$ cat src/rtl/seg_scan_pkg.sv
// seg_scan_pkg: shared types and constants for the seven-segment scan sequencer.
//   state_t    - scan FSM states (GUARD: all anodes off, DRIVE: one digit lit)
//   disp_t     - one complete display image (digits, blank, blink, colon)
//   SEG_*      - active-low segment patterns, bit order {g,f,e,d,c,b,a}
package seg_scan_pkg;

  typedef enum logic {
    GUARD = 1'b0,
    DRIVE = 1'b1
  } state_t;

  localparam logic [6:0] SEG_OFF  = 7'h7F;
  localparam logic [6:0] SEG_DASH = 7'h3F;

  localparam logic [6:0] GLYPH_0 = 7'h40;
  localparam logic [6:0] GLYPH_1 = 7'h79;
  localparam logic [6:0] GLYPH_2 = 7'h24;
  localparam logic [6:0] GLYPH_3 = 7'h30;
  localparam logic [6:0] GLYPH_4 = 7'h19;
  localparam logic [6:0] GLYPH_5 = 7'h12;
  localparam logic [6:0] GLYPH_6 = 7'h02;
  localparam logic [6:0] GLYPH_7 = 7'h78;
  localparam logic [6:0] GLYPH_8 = 7'h00;
  localparam logic [6:0] GLYPH_9 = 7'h10;

  typedef struct packed {
    logic [15:0] digits;  // [3:0] is digit 0 (rightmost)
    logic [3:0]  blank;
    logic [3:0]  blink;
    logic        colon;
  } disp_t;

  // Dark until the first update arrives.
  localparam disp_t DISP_RESET = '{digits: 16'h0000, blank: 4'hF, blink: 4'h0, colon: 1'b0};

endpackage

$ cat src/rtl/seg_scan_ctrl_bcd_to_seg.sv
// bcd_to_seg: combinational nibble to active-low seven-segment decoder.
//   nibble in  4  value to show (0-9 glyphs, 4'hA dash, 4'hB-4'hF dark)
//   seg    out 7  {g,f,e,d,c,b,a}, active-low
module bcd_to_seg
  import seg_scan_pkg::*;
(
  input  logic [3:0] nibble,
  output logic [6:0] seg
);

  always_comb begin
    seg = SEG_OFF;
    case (nibble)
      4'd0:    seg = GLYPH_0;
      4'd1:    seg = GLYPH_1;
      4'd2:    seg = GLYPH_2;
      4'd3:    seg = GLYPH_3;
      4'd4:    seg = GLYPH_4;
      4'd5:    seg = GLYPH_5;
      4'd6:    seg = GLYPH_6;
      4'd7:    seg = GLYPH_7;
      4'd8:    seg = GLYPH_8;
      4'd9:    seg = GLYPH_9;
      4'hA:    seg = SEG_DASH;
      default: seg = SEG_OFF;
    endcase
  end

endmodule

$ cat src/rtl/seg_scan_ctrl.sv
// seg_scan_ctrl: 4-digit multiplexed seven-segment scan sequencer.
// Each digit slot is GUARD_CYCLES with all anodes off followed by
// DRIVE_CYCLES with one anode low. Updates enter a one-entry staging buffer
// and are copied to the displayed shadow image only at the frame boundary
// (the edge that ends DRIVE of digit 3), so a frame never mixes two images.
//
// Handshake: upd_ready is high while the staging buffer is empty; an update
// transfers on any rising edge where upd_valid && upd_ready. The producer may
// hold upd_valid and the fields steady until that edge.
//
// Ports:
//   clk, reset (async, active-low)
//   upd_valid/upd_ready, upd_digits[15:0], upd_blank[3:0], upd_blink[3:0],
//   upd_colon                         - update channel
//   selector[1:0], an[3:0], seg[6:0], dp - display drive (an/seg/dp active-low)
//   frame_start                       - one-cycle pulse after each boundary
//
// Build option: define SEG_SCAN_BLINK_EN to build the blink frame counter;
// otherwise blink_phase is constant 0 and upd_blink has no visible effect.
module seg_scan_ctrl
  import seg_scan_pkg::*;
#(
  parameter int DRIVE_CYCLES = 50000,
  parameter int GUARD_CYCLES = 500,
  parameter int BLINK_FRAMES = 64
) (
  input  logic        clk,
  input  logic        reset,
  input  logic        upd_valid,
  output logic        upd_ready,
  input  logic [15:0] upd_digits,
  input  logic [3:0]  upd_blank,
  input  logic [3:0]  upd_blink,
  input  logic        upd_colon,
  output logic [1:0]  selector,
  output logic [3:0]  an,
  output logic [6:0]  seg,
  output logic        dp,
  output logic        frame_start
);

  localparam int MAX_CYC = (DRIVE_CYCLES > GUARD_CYCLES) ? DRIVE_CYCLES : GUARD_CYCLES;
  localparam int CW = $clog2(MAX_CYC) + 1;
  localparam logic [CW-1:0] DRIVE_LAST = CW'(DRIVE_CYCLES - 1);
  localparam logic [CW-1:0] GUARD_LAST = CW'(GUARD_CYCLES - 1);

  state_t        state, state_next;
  logic [CW-1:0] cnt;
  logic          guard_end, slot_end, boundary;

  logic          pending;
  disp_t         staging, shadow;
  logic          blink_phase;

  logic [3:0]    cur_nibble;
  logic [6:0]    cur_glyph;
  logic          cur_dark;
  logic [3:0]    an_next;
  logic [6:0]    seg_next;
  logic          dp_next;

  assign upd_ready = ~pending;

  // Shadow only changes on the boundary edge, i.e. during GUARD, so the
  // values sampled at the GUARD->DRIVE edge hold for the whole DRIVE slot.
  assign cur_nibble = shadow.digits[{selector, 2'b00} +: 4];
  assign cur_dark   = shadow.blank[selector] | (shadow.blink[selector] & blink_phase);

  bcd_to_seg u_dec (
    .nibble (cur_nibble),
    .seg    (cur_glyph)
  );

  // Next-state and next-output logic. an/seg/dp are loaded only on the two
  // slot transition edges so anode and segments always switch together.
  always_comb begin
    state_next = state;
    guard_end  = 1'b0;
    slot_end   = 1'b0;
    an_next    = an;
    seg_next   = seg;
    dp_next    = dp;
    case (state)
      GUARD: begin
        if (cnt == GUARD_LAST) begin
          guard_end  = 1'b1;
          state_next = DRIVE;
          an_next    = ~(4'b0001 << selector);
          seg_next   = cur_dark ? SEG_OFF : cur_glyph;
          dp_next    = ~((selector == 2'd1) & shadow.colon & ~cur_dark);
        end
      end
      DRIVE: begin
        if (cnt == DRIVE_LAST) begin
          slot_end   = 1'b1;
          state_next = GUARD;
          an_next    = 4'hF;
          seg_next   = SEG_OFF;
          dp_next    = 1'b1;
        end
      end
      default: state_next = GUARD;
    endcase
    boundary = slot_end & (selector == 2'd3);
  end

  always_ff @(posedge clk or negedge reset) begin
    if (!reset) begin
      state       <= GUARD;
      cnt         <= '0;
      selector    <= 2'd0;
      an          <= 4'hF;
      seg         <= SEG_OFF;
      dp          <= 1'b1;
      frame_start <= 1'b0;
    end else begin
      state       <= state_next;
      cnt         <= (guard_end | slot_end) ? '0 : cnt + CW'(1);
      if (slot_end) selector <= selector + 2'd1;
      an          <= an_next;
      seg         <= seg_next;
      dp          <= dp_next;
      frame_start <= boundary;
    end
  end

  // Staging buffer and shadow image. An offer on the boundary edge is only
  // accepted when nothing was pending, and then waits for the next boundary.
  always_ff @(posedge clk or negedge reset) begin
    if (!reset) begin
      pending <= 1'b0;
      staging <= DISP_RESET;
      shadow  <= DISP_RESET;
    end else if (boundary && pending) begin
      shadow  <= staging;
      pending <= 1'b0;
    end else if (upd_valid && !pending) begin
      staging <= '{digits: upd_digits, blank: upd_blank, blink: upd_blink, colon: upd_colon};
      pending <= 1'b1;
    end
  end

`ifdef SEG_SCAN_BLINK_EN
  localparam int FW = $clog2(BLINK_FRAMES) + 1;
  localparam logic [FW-1:0] FRAME_LAST = FW'(BLINK_FRAMES - 1);

  logic [FW-1:0] frame_cnt;

  // The phase flips on the boundary that completes BLINK_FRAMES frames.
  always_ff @(posedge clk or negedge reset) begin
    if (!reset) begin
      frame_cnt   <= '0;
      blink_phase <= 1'b0;
    end else if (boundary) begin
      if (frame_cnt == FRAME_LAST) begin
        frame_cnt   <= '0;
        blink_phase <= ~blink_phase;
      end else begin
        frame_cnt <= frame_cnt + FW'(1);
      end
    end
  end
`else
  // BLINK_FRAMES is at least 1, so this is constant 0; it keeps the
  // parameter referenced in the build without blink support.
  assign blink_phase = (BLINK_FRAMES < 1);
`endif

endmodule

$ cat config.mk
export PLATFORM = sky130hd
export DESIGN_NAME = seg_scan_ctrl
export DESIGN_NICKNAME = d
export VERILOG_FILES = /design/src/rtl/seg_scan_pkg.sv /design/src/rtl/seg_scan_ctrl_bcd_to_seg.sv /design/src/rtl/seg_scan_ctrl.sv
export SDC_FILE = /design/constraint.sdc
export NUM_CORES = 1
export LEC_CHECK = 0
export CELL_PAD_IN_SITES_DETAIL_PLACEMENT = 1
export CELL_PAD_IN_SITES_GLOBAL_PLACEMENT = 1
export CORE_AREA = 2 2 112 114
export CTS_BUF_LIST = sky130_fd_sc_hd__clkbuf_16
export DETAILED_ROUTE_END_ITERATION = 7
export DIE_AREA = 0 0 114 116
export GPL_ROUTABILITY_DRIVEN = 0
export PLACE_DENSITY_LB_ADDON = 0.1
export SYNTH_ARGS = -nofsm -noshare
export SYNTH_HDL_FRONTEND = slang
export SYNTH_SLANG_ARGS = --single-unit
export TNS_END_PERCENT = 30
$ cat constraint.sdc
create_clock -name clk -period 3.45 [get_ports clk]
set_input_delay 0.69 -clock clk [delete_from_list [all_inputs] [get_ports clk]]
set_output_delay 0.69 -clock clk [all_outputs]
set_load 0.02 [all_outputs]
[Yosys cells after proc, flatten, opt, wreduce, memory -nomap -nowiden]
Memory sizes are Yosys's and may differ from the RTL's.
Index checks and enable logic that the tools add are counted.
Word-level totals
  memories: 1
  register bits after elaboration: 76
  output and inout port bits: 16
  ROM bits: 112
  bits in latches: 0
  RAM bits: 0
Cells by class
  equal/unequal tests: 6
  reductions and logical operators: 6
  add/subtract/negate cells: 2
  multipliers: 0
  magnitude comparators: 1
  div/mod/pow operators: 0
  bitwise logic cells: 10
  mux-type cells: 21
  shifts and indexed selects: 2
Memories
  (no name shown): words 16, bits a word 7, read ports 1, clocked after memory_dff 0, write ports 0, RTL line seg_scan_ctrl_bcd_to_seg.sv:13  | case (nibble)
Operators by type and width (number)
  2-to-1 mux 7 bit: 3
  adder 17 x 1 -> 17 bit (second input constant): 1
  == test 17 x 16 -> 1 bit (second input constant): 1
  == test 17 x 9 -> 1 bit (second input constant): 1
  2-to-1 mux 17 bit: 1
  indexed part select 16 x 5 -> 4 bit: 1
  one-hot mux 7 bit (2 select lines): 1
  2-to-1 mux 1 bit: 10
  2-to-1 mux 4 bit: 2
  one-hot mux 4 bit (2 select lines): 1
  inverter 1 bit: 5
  inverter 4 bit: 1
  one-hot mux 1 bit (2 select lines): 2
  AND reduction 2 bit: 2
  << shifter 1 x 2 -> 4 bit (first input constant): 1
  AND 1 bit: 3
  less-than comparator 2 x 3 -> 1 bit (second input constant): 1
  adder 2 x 1 -> 2 bit (second input constant): 1
  binary-select mux 1 bit (select 2 bit): 1
  == test 2 x 1 -> 1 bit (second input constant): 1
  == test 2 bit (second input constant): 1
  logical AND 1 bit: 2
  != test 2 x 1 -> 1 bit (second input constant): 1
  != test 2 bit (second input constant): 1
  other kinds (3): 3

[Logic depth before layout (Yosys ltp)]
  word-level depth: 7
  gate-level depth with buffers: 9

[Cells and area by module]
From an unflattened synthesis, not the netlist that was laid out.
Unflattened totals
  cell total of the unflattened synthesis: 281
  area, all modules: 3697.3 sq um
Modules (own cells, without submodules)
  seg_scan_ctrl: instances 1, area each 3473.3 sq um, cells each 248
  bcd_to_seg: instances 1, area each 224.0 sq um, cells each 33

[Worst setup path before layout]
OpenSTA, ideal clock, no wires.
  kind: register to register
  start: register cnt[0]
  end: register cnt[6]
  data arrival time: 1952 ps
  slack: 1380 ps
  stages on the path, launching flop included: 9
  data required time: 3331 ps
  period minus slack after synthesis: 2070 ps
  setup time: 119 ps
  cell sequence: dfrtp_1 ha_1 or4b_2 nor4_1 and4_1 or2_2 buf_2 buf_4 nor2_1
Between the ends
  longest elaborated chain between the ends: 5
RTL lines
  start: declaration: RTL line seg_scan_ctrl.sv:48  | logic [CW-1:0] cnt;
  start signal: assignment: RTL line seg_scan_ctrl.sv:118  | cnt <= (guard_end | slot_end) ? '0 : cnt + CW'(1);
  branches (longest 4 deep; another with adder 17 x 1 -> 17 bit)
  2-to-1 mux 17 bit (*): RTL line seg_scan_ctrl.sv:118
Every way passes the cells marked *.
A chain may end at the register's enable or synchronous reset.

[Worst setup path after layout]
  start: register cnt[0]
  end: register cnt[3]
The elaborated chain is that of the path after synthesis.

==> impl_results.rst <==
.. list-table::
   :header-rows: 1

   * - Metric
     - Value
   * - Cell-by-cell trace of the critical path
     - ha_1 -> or4b_2 -> nor4_1 -> and4_1 -> buf_4 -> or2_2 -> nor2_1
   * - Biggest area contributors in the synthesized netlist
     - dfrtp_1 40%, dfstp_2 15%, mux2_4 8.1%
   * - Top-level I/O count
     - 44
   * - Port Buffer Count
     - 39
   * - Outcome
     - complete, no violations
   * - Slew HR
     - between 30% and 40%
   * - Type of the worst setup path
     - reg2reg
   * - Total leakage power
     - between 1.5 and 2 nW
   * - Post-detailed-placement half-perimeter wirelength
     - between 4000 and 5000 µm
   * - Arrival time at the worst endpoint
     - about 2.7 ns
   * - Slew @ Worst Pin
     - about 0.97 ns
   * - Wire length of the first global-routing pass
     - between 10000 and 15000 µm
   * - Total of hold buffers inserted after clock tree synthesis
     - 0
   * - Required time at the endpoint of the critical path
     - roughly 3.7 ns
   * - Routed wire per std cell
     - 15.2 µm
   * - Final antenna diode count
     - 0
   * - Core area
     - roughly 12000 µm²
   * - DR vias
     - around 2200
   * - Sequential cell area
     - ~1900 µm²
   * - Number of synthesis warnings
     - 0
   * - Fraction of layout instances using a drive strength above 1
     - between 20% and 30%
   * - Fin crit share
     - roughly 72%
   * - Placed Instances
     - about 450
   * - Cell variety after synth
     - 36
   * - Post-cts gate resize count
     - 0
   * - Clock latency of the later-clocked register in the worst-skew pair
     - 0.33 ns
   * - Adder-cell share of the synthesized area
     - roughly 3.6%
   * - Die Width
     - between 100 and 150 µm
   * - Final min period
     - 2.50 ns
   * - TritonCTS Buffers
     - 9
   * - Antenna violations before repair
     - 0
   * - Critical Path Source Type
     - register
   * - Synthesized-area fraction occupied by ao, oa, aoi and oai cells
     - under 10%
   * - Sequential element share of the synthesized area
     - between 50% and 60%
   * - CP endpoint kind
     - register
   * - XOR/XNOR share of the synthesized area
     - 4.24%
   * - Number of DRC violations after detailed-routing iteration 0
     - between 60 and 70
   * - Accumulated negative setup slack
     - 0 ns
   * - Clock sink count
     - 76
   * - Residual DRC
     - 0
   * - Largest fanout on the critical path
     - 21
   * - Clock edge transition at the registers on the reported setup and hold paths
     - 0.06 ns
   * - Number of global-route vias before repair
     - approximately 2200
   * - Total routing resource utilization after global routing
     - a little under an eighth
   * - CP max stage cell
     - or4b_2
   * - Delay of the slowest critical-path stage
     - 0.60 ns
   * - Area taken by multi-input logic gates
     - approximately 1500 µm²
   * - Setup repair after global routing missed its margin
     - false
   * - Largest net degree at the start of global routing
     - a little under 80
   * - Top delay family on crit path
     - simple AND/OR/NAND/NOR gates
   * - Worst setup skew after layout
     - between 0.008 and 0.009 ns
   * - Combinational family with the most area after synthesis
     - multiplexers
   * - Count of final max-slew check failures
     - 0
   * - Avg Cell Area, Syn
     - roughly 13 µm²
   * - Setup-violating endpoint count in the final report
     - 0
   * - Clock tree from TritonCTS
     - done
   * - Clock tree root buffer cell
     - clkbuf_16
   * - Multiplexer area fraction after synthesis
     - 19.9%
   * - Synth Net Count
     - 309
   * - Antenna Nets Post-Route
     - 0
   * - Vertical die dimension
     - approximately 120 µm
   * - Post-synth top area share
     - around two fifths
   * - Number of buffer and inverter stages on the critical path
     - 1
   * - Peak supply drop
     - around 170 µV
   * - Final-report hold violation count
     - 0
   * - Class of the tightest hold or removal check
     - reg2reg
   * - H-tree depth
     - 3
   * - Deepest clock path buffer count
     - 2
   * - Max-Cap Viols
     - 0
   * - Global route total overflow
     - 0
   * - PwrDens
     - between 400 and 500 nW/µm²
   * - Upper clock frequency limit
     - around 400 MHz
   * - Count of buffers added by post-CTS timing repair for setup
     - 0
   * - Floorplan row count
     - 40
   * - Post-Syn Instances
     - roughly 270
   * - Simple-gate portion of the synthesized area
     - ~11%
   * - Starting density of the core
     - 29.5%
   * - Cell area after technology mapping
     - roughly 3500 µm²
   * - Synthesis-to-layout area growth
     - 23.2%
   * - Full die area
     - between 10000 and 15000 µm²
   * - Non-filler instance count after layout
     - about 460
   * - Detailed Route WL
     - approximately 7000 µm
   * - Pre-antenna DRT Iters
     - 4
   * - Number of fill cells
     - about 1300
   * - Post-synth top area cell
     - dfrtp_1
   * - Layout net count
     - 350
   * - Most instantiated cells after synthesis
     - 56 x dfrtp_1, 25 x nor2_1, 23 x mux2_2, 20 x dfstp_2, 19 x mux2_4
   * - Register bit total from synthesis
     - 76
   * - Async S/R FF share, synth
     - 100%
   * - Cell with the most instances after synthesis
     - dfrtp_1
   * - Number of flops mapped to enable cells by yosys
     - 0
   * - Predominant post-synthesis flop cell
     - dfrtp_1
   * - Via density
     - 4.71
logic make-up (layout without fill, tap and decap cells):
kind of cell,after synthesis,after routing
flip-flops,76,76
AND/OR/NAND/NOR,75,75
multiplexers,51,51
buffers and inverters,22,68
AO/OA/AOI/OAI,20,20
XOR/XNOR,17,17
adder cells (fa/ha/maj),10,10
registers in the layout, indices dropped and copies added (netlist names):
| signal | count |
|---|---|
| seg | 7 |
| selector | 2 |
| frame_start | 1 |
| an | 4 |
| staging | 21 |
| cnt | 17 |
| shadow | 21 |
| dp | 1 |
| pending | 1 |
| state | 1 |
metrics by stage:
| stage | instance area, µm² | utilization (%) | total power [mW] | setup slack, ns | hold slack, ns |
|---|---|---|---|---|---|
| after floorplan | 3510 | - | 0.984 | 1.38 | 0.394 |
| after global placement | 4030 | 33.8 | 1.04 | 0.966 | 0.464 |
| after detailed placement | 4030 | 33.8 | 1.04 | 0.923 | 0.467 |
| after CTS | 4330 | 36.3 | 1.98 | 0.907 | 0.474 |
| after global routing | 4330 | 36.3 | 2.03 | 0.736 | 0.489 |
| final | 4330 | 36.3 | 1.94 | 0.949 | 0.469 |
report_power, final:
group | switching, mW | internal, mW
registers | 0.0161 | 0.929
logic | 0.0269 | 0.0460
clock network | 0.368 | 0.558
cells in the final DEF (no fill, tap or decap), types with 2 or more instances in the layout:
cell	count
a21oi_1	13
and3_1	2
and4_1	7
buf_4	4
clkbuf_16	9
clkdlybuf4s50_1	38
clkinv_4	2
dfrtp_1	56
dfstp_2	20
ha_1	10
inv_1	12
mux2_2	23
mux2_4	19
mux2i_1	4
mux4_2	5
nand2_1	11
nand3_1	6
nor2_1	25
nor3_1	14
nor4_1	2
o21ai_0	3
xnor2_1	8
xor2_1	9
area by class of cell:
class,instances,area share [%]
sequential,76,44.5
multi-input combinational,173,34.0
timing repair buffer,42,9.49
clock buffer,9,5.21
tap,147,4.25
clock inverter,7,1.59
inverter,10,0.868
worst reg2reg max path: cells and delay by family, from the launching register on:
| family | cells | cell delay, ns |
|---|---|---|
| adder cells (fa/ha/maj) | 1 | 0.24 |
| buffers and inverters | 1 | 0.24 |
| flip-flops | 1 | 0.39 |
| AND/OR/NAND/NOR | 5 | 1.51 |
per-layer routing:
layer | wire length [µm] | vias to the layer above | track usage [%]
met3 | 273 | 8 | 3.45
met2 | 3190 | 41 | 17.4
met1 | 3470 | 1107 | 16.4
met4 | 103 | 0 | 4.15
met5 | 0 | - | 0
li1 | - | 1028 | -
final timing paths:
kind	start	end	cells after the start	slack, ns
worst max-delay path	cnt[0]	cnt[3]	7	0.95
worst min-delay path	cnt[16]	cnt[16]	1	0.47
worst max register to register	cnt[0]	cnt[3]	7	0.95
worst min register to register	cnt[16]	cnt[16]	1	0.47
max in group asynchronous	reset	selector[0]	1	2.30
min in group asynchronous	reset	cnt[12]	1	0.50
Power figures use the tool's default switching activity.
